<file path="src/rtl/aes_pkg.sv">
// Shared AES definitions: field polynomial, GF(2^8) helpers, FSM state
// encoding and the 32-bit column word type.
package aes_pkg;

    localparam logic [7:0] AES_POLY = 8'h1b;

    typedef logic [31:0] aes_word_t;

    typedef enum logic {
        IDLE = 1'b0,
        RUN  = 1'b1
    } mix_state_t;

    // Multiply by x (i.e. by 2) in GF(2^8) modulo the AES polynomial.
    function automatic logic [7:0] xtime(input logic [7:0] x);
        return {x[6:0], 1'b0} ^ (x[7] ? AES_POLY : 8'h00);
    endfunction

    // Multiply by 3 = x + 1.
    function automatic logic [7:0] gmul3(input logic [7:0] x);
        return xtime(x) ^ x;
    endfunction

endpackage

</file>
<file path="src/rtl/aes_mix_col_word.sv">
// Combinational forward MixColumns on a single 32-bit column.
// Byte order: col[31:24] is row 0, col[7:0] is row 3.
module aes_mix_col_word
    import aes_pkg::*;
(
    input  aes_word_t col,
    output aes_word_t mixed
);

    logic [7:0] a0, a1, a2, a3;

    assign a0 = col[31:24];
    assign a1 = col[23:16];
    assign a2 = col[15:8];
    assign a3 = col[7:0];

    // Fixed circulant matrix {2,3,1,1}; all additions are XOR.
    always_comb begin
        mixed[31:24] = xtime(a0) ^ gmul3(a1) ^ a2        ^ a3;
        mixed[23:16] = a0        ^ xtime(a1) ^ gmul3(a2) ^ a3;
        mixed[15:8]  = a0        ^ a1        ^ xtime(a2) ^ gmul3(a3);
        mixed[7:0]   = gmul3(a0) ^ a1        ^ a2        ^ xtime(a3);
    end

endmodule

</file>
<file path="src/rtl/aes_mix_col_iter.sv">
// Column-serial forward MixColumns: one column per clock, four clocks per
// block, sharing a single column mixer.
//
// Handshake: col_mix_en is a start request that is taken only when busy is
// low at the sampling edge; requests while busy are dropped, not queued. The
// result on out is complete only in the cycle out_valid is high (a one-cycle
// pulse); in between, out shows partially written columns. There is no
// backpressure on the output side.
//
// The FSM state is visible externally as busy (RUN) / !busy (IDLE).
module aes_mix_col_iter
    import aes_pkg::*;
(
    input  logic         clk,
    input  logic         rst,
    input  logic [127:0] in,
    input  logic         col_mix_en,
    output logic [127:0] out,
    output logic         out_valid,
    output logic         busy
);

    mix_state_t   state_q, state_d;
    logic [1:0]   cnt_q;
    logic [127:0] work_q;
    logic [127:0] out_q;
    logic         out_valid_q;
    logic         start;
    logic         last;
    aes_word_t    col_sel;
    aes_word_t    col_mixed;

    // Next-state logic: a start is taken only from IDLE, RUN ends after column 3.
    always_comb begin
        state_d = state_q;
        start   = 1'b0;
        last    = 1'b0;
        case (state_q)
            IDLE: begin
                if (col_mix_en) begin
                    start   = 1'b1;
                    state_d = RUN;
                end
            end
            RUN: begin
                if (cnt_q == 2'd3) begin
                    last    = 1'b1;
                    state_d = IDLE;
                end
            end
            default: state_d = IDLE;
        endcase
    end

    // Select the working-register column addressed by the column counter.
    always_comb begin
        col_sel = work_q[127:96];
        case (cnt_q)
            2'd0: col_sel = work_q[127:96];
            2'd1: col_sel = work_q[95:64];
            2'd2: col_sel = work_q[63:32];
            2'd3: col_sel = work_q[31:0];
            default: col_sel = work_q[127:96];
        endcase
    end

    aes_mix_col_word u_mix (
        .col   (col_sel),
        .mixed (col_mixed)
    );

    // State register; reset aborts any block in flight.
    always_ff @(posedge clk or posedge rst) begin
        if (rst) begin
            state_q <= IDLE;
        end else begin
            state_q <= state_d;
        end
    end

    // Datapath: latch on start, write one mixed column per RUN cycle, pulse valid after the last.
    always_ff @(posedge clk or posedge rst) begin
        if (rst) begin
            cnt_q       <= 2'd0;
            work_q      <= 128'h0;
            out_q       <= 128'h0;
            out_valid_q <= 1'b0;
        end else begin
            out_valid_q <= last;
            if (start) begin
                work_q <= in;
                cnt_q  <= 2'd0;
            end else if (state_q == RUN) begin
                cnt_q <= cnt_q + 2'd1;
                case (cnt_q)
                    2'd0: out_q[127:96] <= col_mixed;
                    2'd1: out_q[95:64]  <= col_mixed;
                    2'd2: out_q[63:32]  <= col_mixed;
                    2'd3: out_q[31:0]   <= col_mixed;
                    default: out_q[127:96] <= col_mixed;
                endcase
            end
        end
    end

    assign out       = out_q;
    assign out_valid = out_valid_q;
    assign busy      = (state_q == RUN);

endmodule

</file>
<file path="config.mk">
export PLATFORM = sky130hd
export DESIGN_NAME = aes_mix_col_iter
export DESIGN_NICKNAME = d
export VERILOG_FILES = /design/src/rtl/aes_pkg.sv /design/src/rtl/aes_mix_col_word.sv /design/src/rtl/aes_mix_col_iter.sv
export SDC_FILE = /design/constraint.sdc
export NUM_CORES = 1
export LEC_CHECK = 0
export BUFFER_PORTS_ARGS = -buffer_cell sky130_fd_sc_hd__buf_2
export CORE_MARGIN = 2
export CORE_UTILIZATION = 59
export DETAILED_ROUTE_END_ITERATION = 12
export PLACE_DENSITY = 0.86
export SYNTH_ARGS = -nofsm -noshare
export SYNTH_HDL_FRONTEND = slang
export SYNTH_HIERARCHICAL = 1
export SYNTH_SLANG_ARGS = --single-unit
</file>
<file path="constraint.sdc">
create_clock -name clk -period 13.5 [get_ports clk]
set_clock_uncertainty 0.05 [all_clocks]
set_input_delay 1.35 -clock clk [delete_from_list [all_inputs] [get_ports clk]]
set_output_delay 1.35 -clock clk [all_outputs]
set_load 0.02 [all_outputs]
</file>
==> summary.md <==
| Metric | Value |
|---|---|
| Min-delay src | out[60]$_DFFE_PP0P_ |
| Initial antenna violation count | 2 |
| Post-CTS Setup Inserts | 0 |
| Max-slew violation count | 0 |
| Clock sinks | 260 |
| Worst-Skew Late Latency | approximately 0.54 ns |
| Ranking of synthesized cells by area | dfrtp_1, mux2_2, xnor3_1, a222oi_1, mux2i_1 |
| Worst path top cell family by delay | multiplexers |
| Die Y | around 150 um |
| Headroom to the max-slew limit | 0.2539 |
| Core Util, Final | 0.7205 |
| CP Capture Point | out[49]$_DFFE_PP0P_ |
| Synth warn | 6 |
| Worst R2R End | out[49]$_DFFE_PP0P_ |
| Gpl congestion | 0.8824 |
| Starting Density | 0.6064 |
| Pin count of the biggest net entering global routing | 106 |
| Die X | around 150 um |
| Req. time, crit path | around 14 ns |
| Hold Slack | approximately 0.45 ns |
| Root buffer cell | clkbuf_16 |
| Num CTS Buffers | 27 |
| Vias after detailed routing | roughly 7300 |
| Crit path buf inv count | 1 |
| Fin nets | between 1000 and 1500 |
| RR Startpoint | cnt_q[1]$_DFFE_PP0P_ |
| Fillers | 1354 |
| Iter 0 DRT Violations | 573 |
| Max Cap Violations | 0 |
| Worst-path clk slew | 0.06 ns |
| Status | completed |
| Cells along the critical path | inv_1 -> ha_2 -> mux2i_1 -> xor3_2 -> xnor3_1 -> mux2_2 |
| Syn Area/Cell | roughly 16 sq um |
| Area leader, netlist | dfrtp_1 |
| CTS tree | done |
| Worst-path fanout max | 32 |
| Highest Clock Rate | approximately 270 MHz |
| Mapped Area | 11920 sq um |
| Vias in the first global route | 7792 |
| Port Buffers | 260 |
| Drt first pass iters | 8 |
| Post_cts resized | 0 |
| Worst Tran Pin Value | ~1.1 ns |
| Standard-cell rows | 51 |
| Area occupied by multi-input gates | 4952 sq um |
| Clock Path Buffers | 3 |
| RSZ-0062 raised after global routing | false |
| Worst setup margin | just under 10 ns |
| Final Hold Vio Count | 0 |
| Slowest CP cell | mux2i_1 |
| Most frequent cells in the layout | dfrtp_1, buf_2, mux2_2, inv_1 |
| Yosys cell types | 25 |
| Crit share post-route | 0.2708 |
| Final setup fails | 0 |
| Wire length per cell | between 20 and 25 um |
| Number of synthesized register bits | between 200 and 300 |
| H-tree levels | 1 |
| Setup slack after placement | 9.584 ns |
| CORE AREA | between 15000 and 20000 sq um |
| Crit-path max cell delay | 0.93 ns |
| Grt total ovfl | 0 |
| Layout area overhead | 18.81% |
| Share of layout cells above drive strength 1 | 0.5600 |
| CP endpoint kind | flip-flop |
| Antenna viol nets, final | 0 |
| Residual DRC | 0 |
| Critical path launch point type | flip-flop |
| Fin crit period | roughly 3.7 ns |
| All-Layer GR Usage | 0.2669 |
| Routed vias/inst | 5.649 |
| Register area | about 6500 sq um |
| Setup TNS | 0 ns |
| Final wirelength | roughly 28 mm |
| Hold Path Class | flip-flop to flip-flop |
| Sequential share of the synthesized area | 0.5459 |
| Post-synthesis cell count | roughly 760 |
| Num ports | 261 |
| Stages on worst setup path | 6 |
| Die area | around 21000 sq um |
| R2r setup slk | approximately 9.8 ns |
| Hold buffer count at cts | 0 |
| Crit path launch | cnt_q[1]$_DFFE_PP0P_ |
| Setup CP Type | flip-flop to flip-flop |
| First-pass GRT wire length | 44.33 mm |
| DP HPWL | between 15 and 20 mm |
| R2r worst-path depth | 6 |
| Worst Path Arrival | roughly 4 ns |
| Syn_nets | 891 |
| Top cell type's share of synthesized area | 0.5459 |
cells by family after synthesis:
kind of cell | count (synthesis) | share of synthesized area
adders and majority gates | 5 | 0.005249
and+or+nand+nor | 8 | 0.003569
muxes | 289 | 0.2697
xor gates and xnor gates | 75 | 0.1093
AOI/OAI and AO/OA | 33 | 0.02750
DFF | 260 | 0.5459
buffers and inverters | 85 | 0.03884
how the worst min path moves through the flow:
stage,slack [ns],end,cells past startpoint
2_1_floorplan,0.43,work_q[64]$_DFFE_PP0P_,1
3_3_place_gp,0.42,out[60]$_DFFE_PP0P_,1
3_5_place_dp,0.43,out[60]$_DFFE_PP0P_,1
4_1_cts,0.44,out[60]$_DFFE_PP0P_,1
5_1_grt,0.46,out[110]$_DFFE_PP0P_,1
6_report,0.45,out[60]$_DFFE_PP0P_,1
cells in the mapped netlist:
library cell	number
xor3_1	10
nand2_1	4
mux2_1	2
xnor2_1	17
xnor3_2	1
nor2_1	2
o31ai_1	1
xnor2_4	2
xnor3_1	31
buf_6	14
mux2_2	255
clkbuf_1	9
mux2i_1	32
buf_1	1
xor3_2	1
nor2b_4	1
inv_1	36
xor2_1	13
ha_1	5
buf_2	21
clkbuf_2	1
buf_4	3
a222oi_1	32
dfrtp_1	260
nand2_2	1
per-stage QoR:
step           instance area, sq um  cells
2_1_floorplan                 11920    755
3_3_place_gp                  13320   1242
3_5_place_dp                  13320   1242
4_1_cts                       14150   1290
5_1_grt                       14160   1292
6_report                      14160   1294
area by class of cell:
cell class / instances / share of cell area
sequential: 260 / 0.4594
clock buffer: 39 / 0.05372
inverter: 36 / 0.01007
antenna: 4 / 0.0007068
clock inverter: 9 / 0.005213
multi-input combinational: 410 / 0.3497
timing repair buffer: 271 / 0.09772
tap: 265 / 0.02341
state kept, by name, indices dropped and copies added (netlist names):
register   flops
busy           1
cnt_q          2
out          128
out_valid      1
work_q       128
worst register-to-register path, cell delays in order (launching register included):
cell and delay, ns:
dfrtp_1 0.40, inv_1 0.13, ha_2 0.90, mux2i_1 0.94, xor3_2 0.42, xnor3_1 0.41, mux2_2 0.29
per-layer routing:
metal	global-route usage	wire, um
met1	0.3565	11640
met2	0.4340	13360
met3	0.07125	2508
met4	0.08155	876
met5	0	0
Power is not shown: default switching activity piles up to over one toggle a cycle in this logic, so the estimate is an artifact.
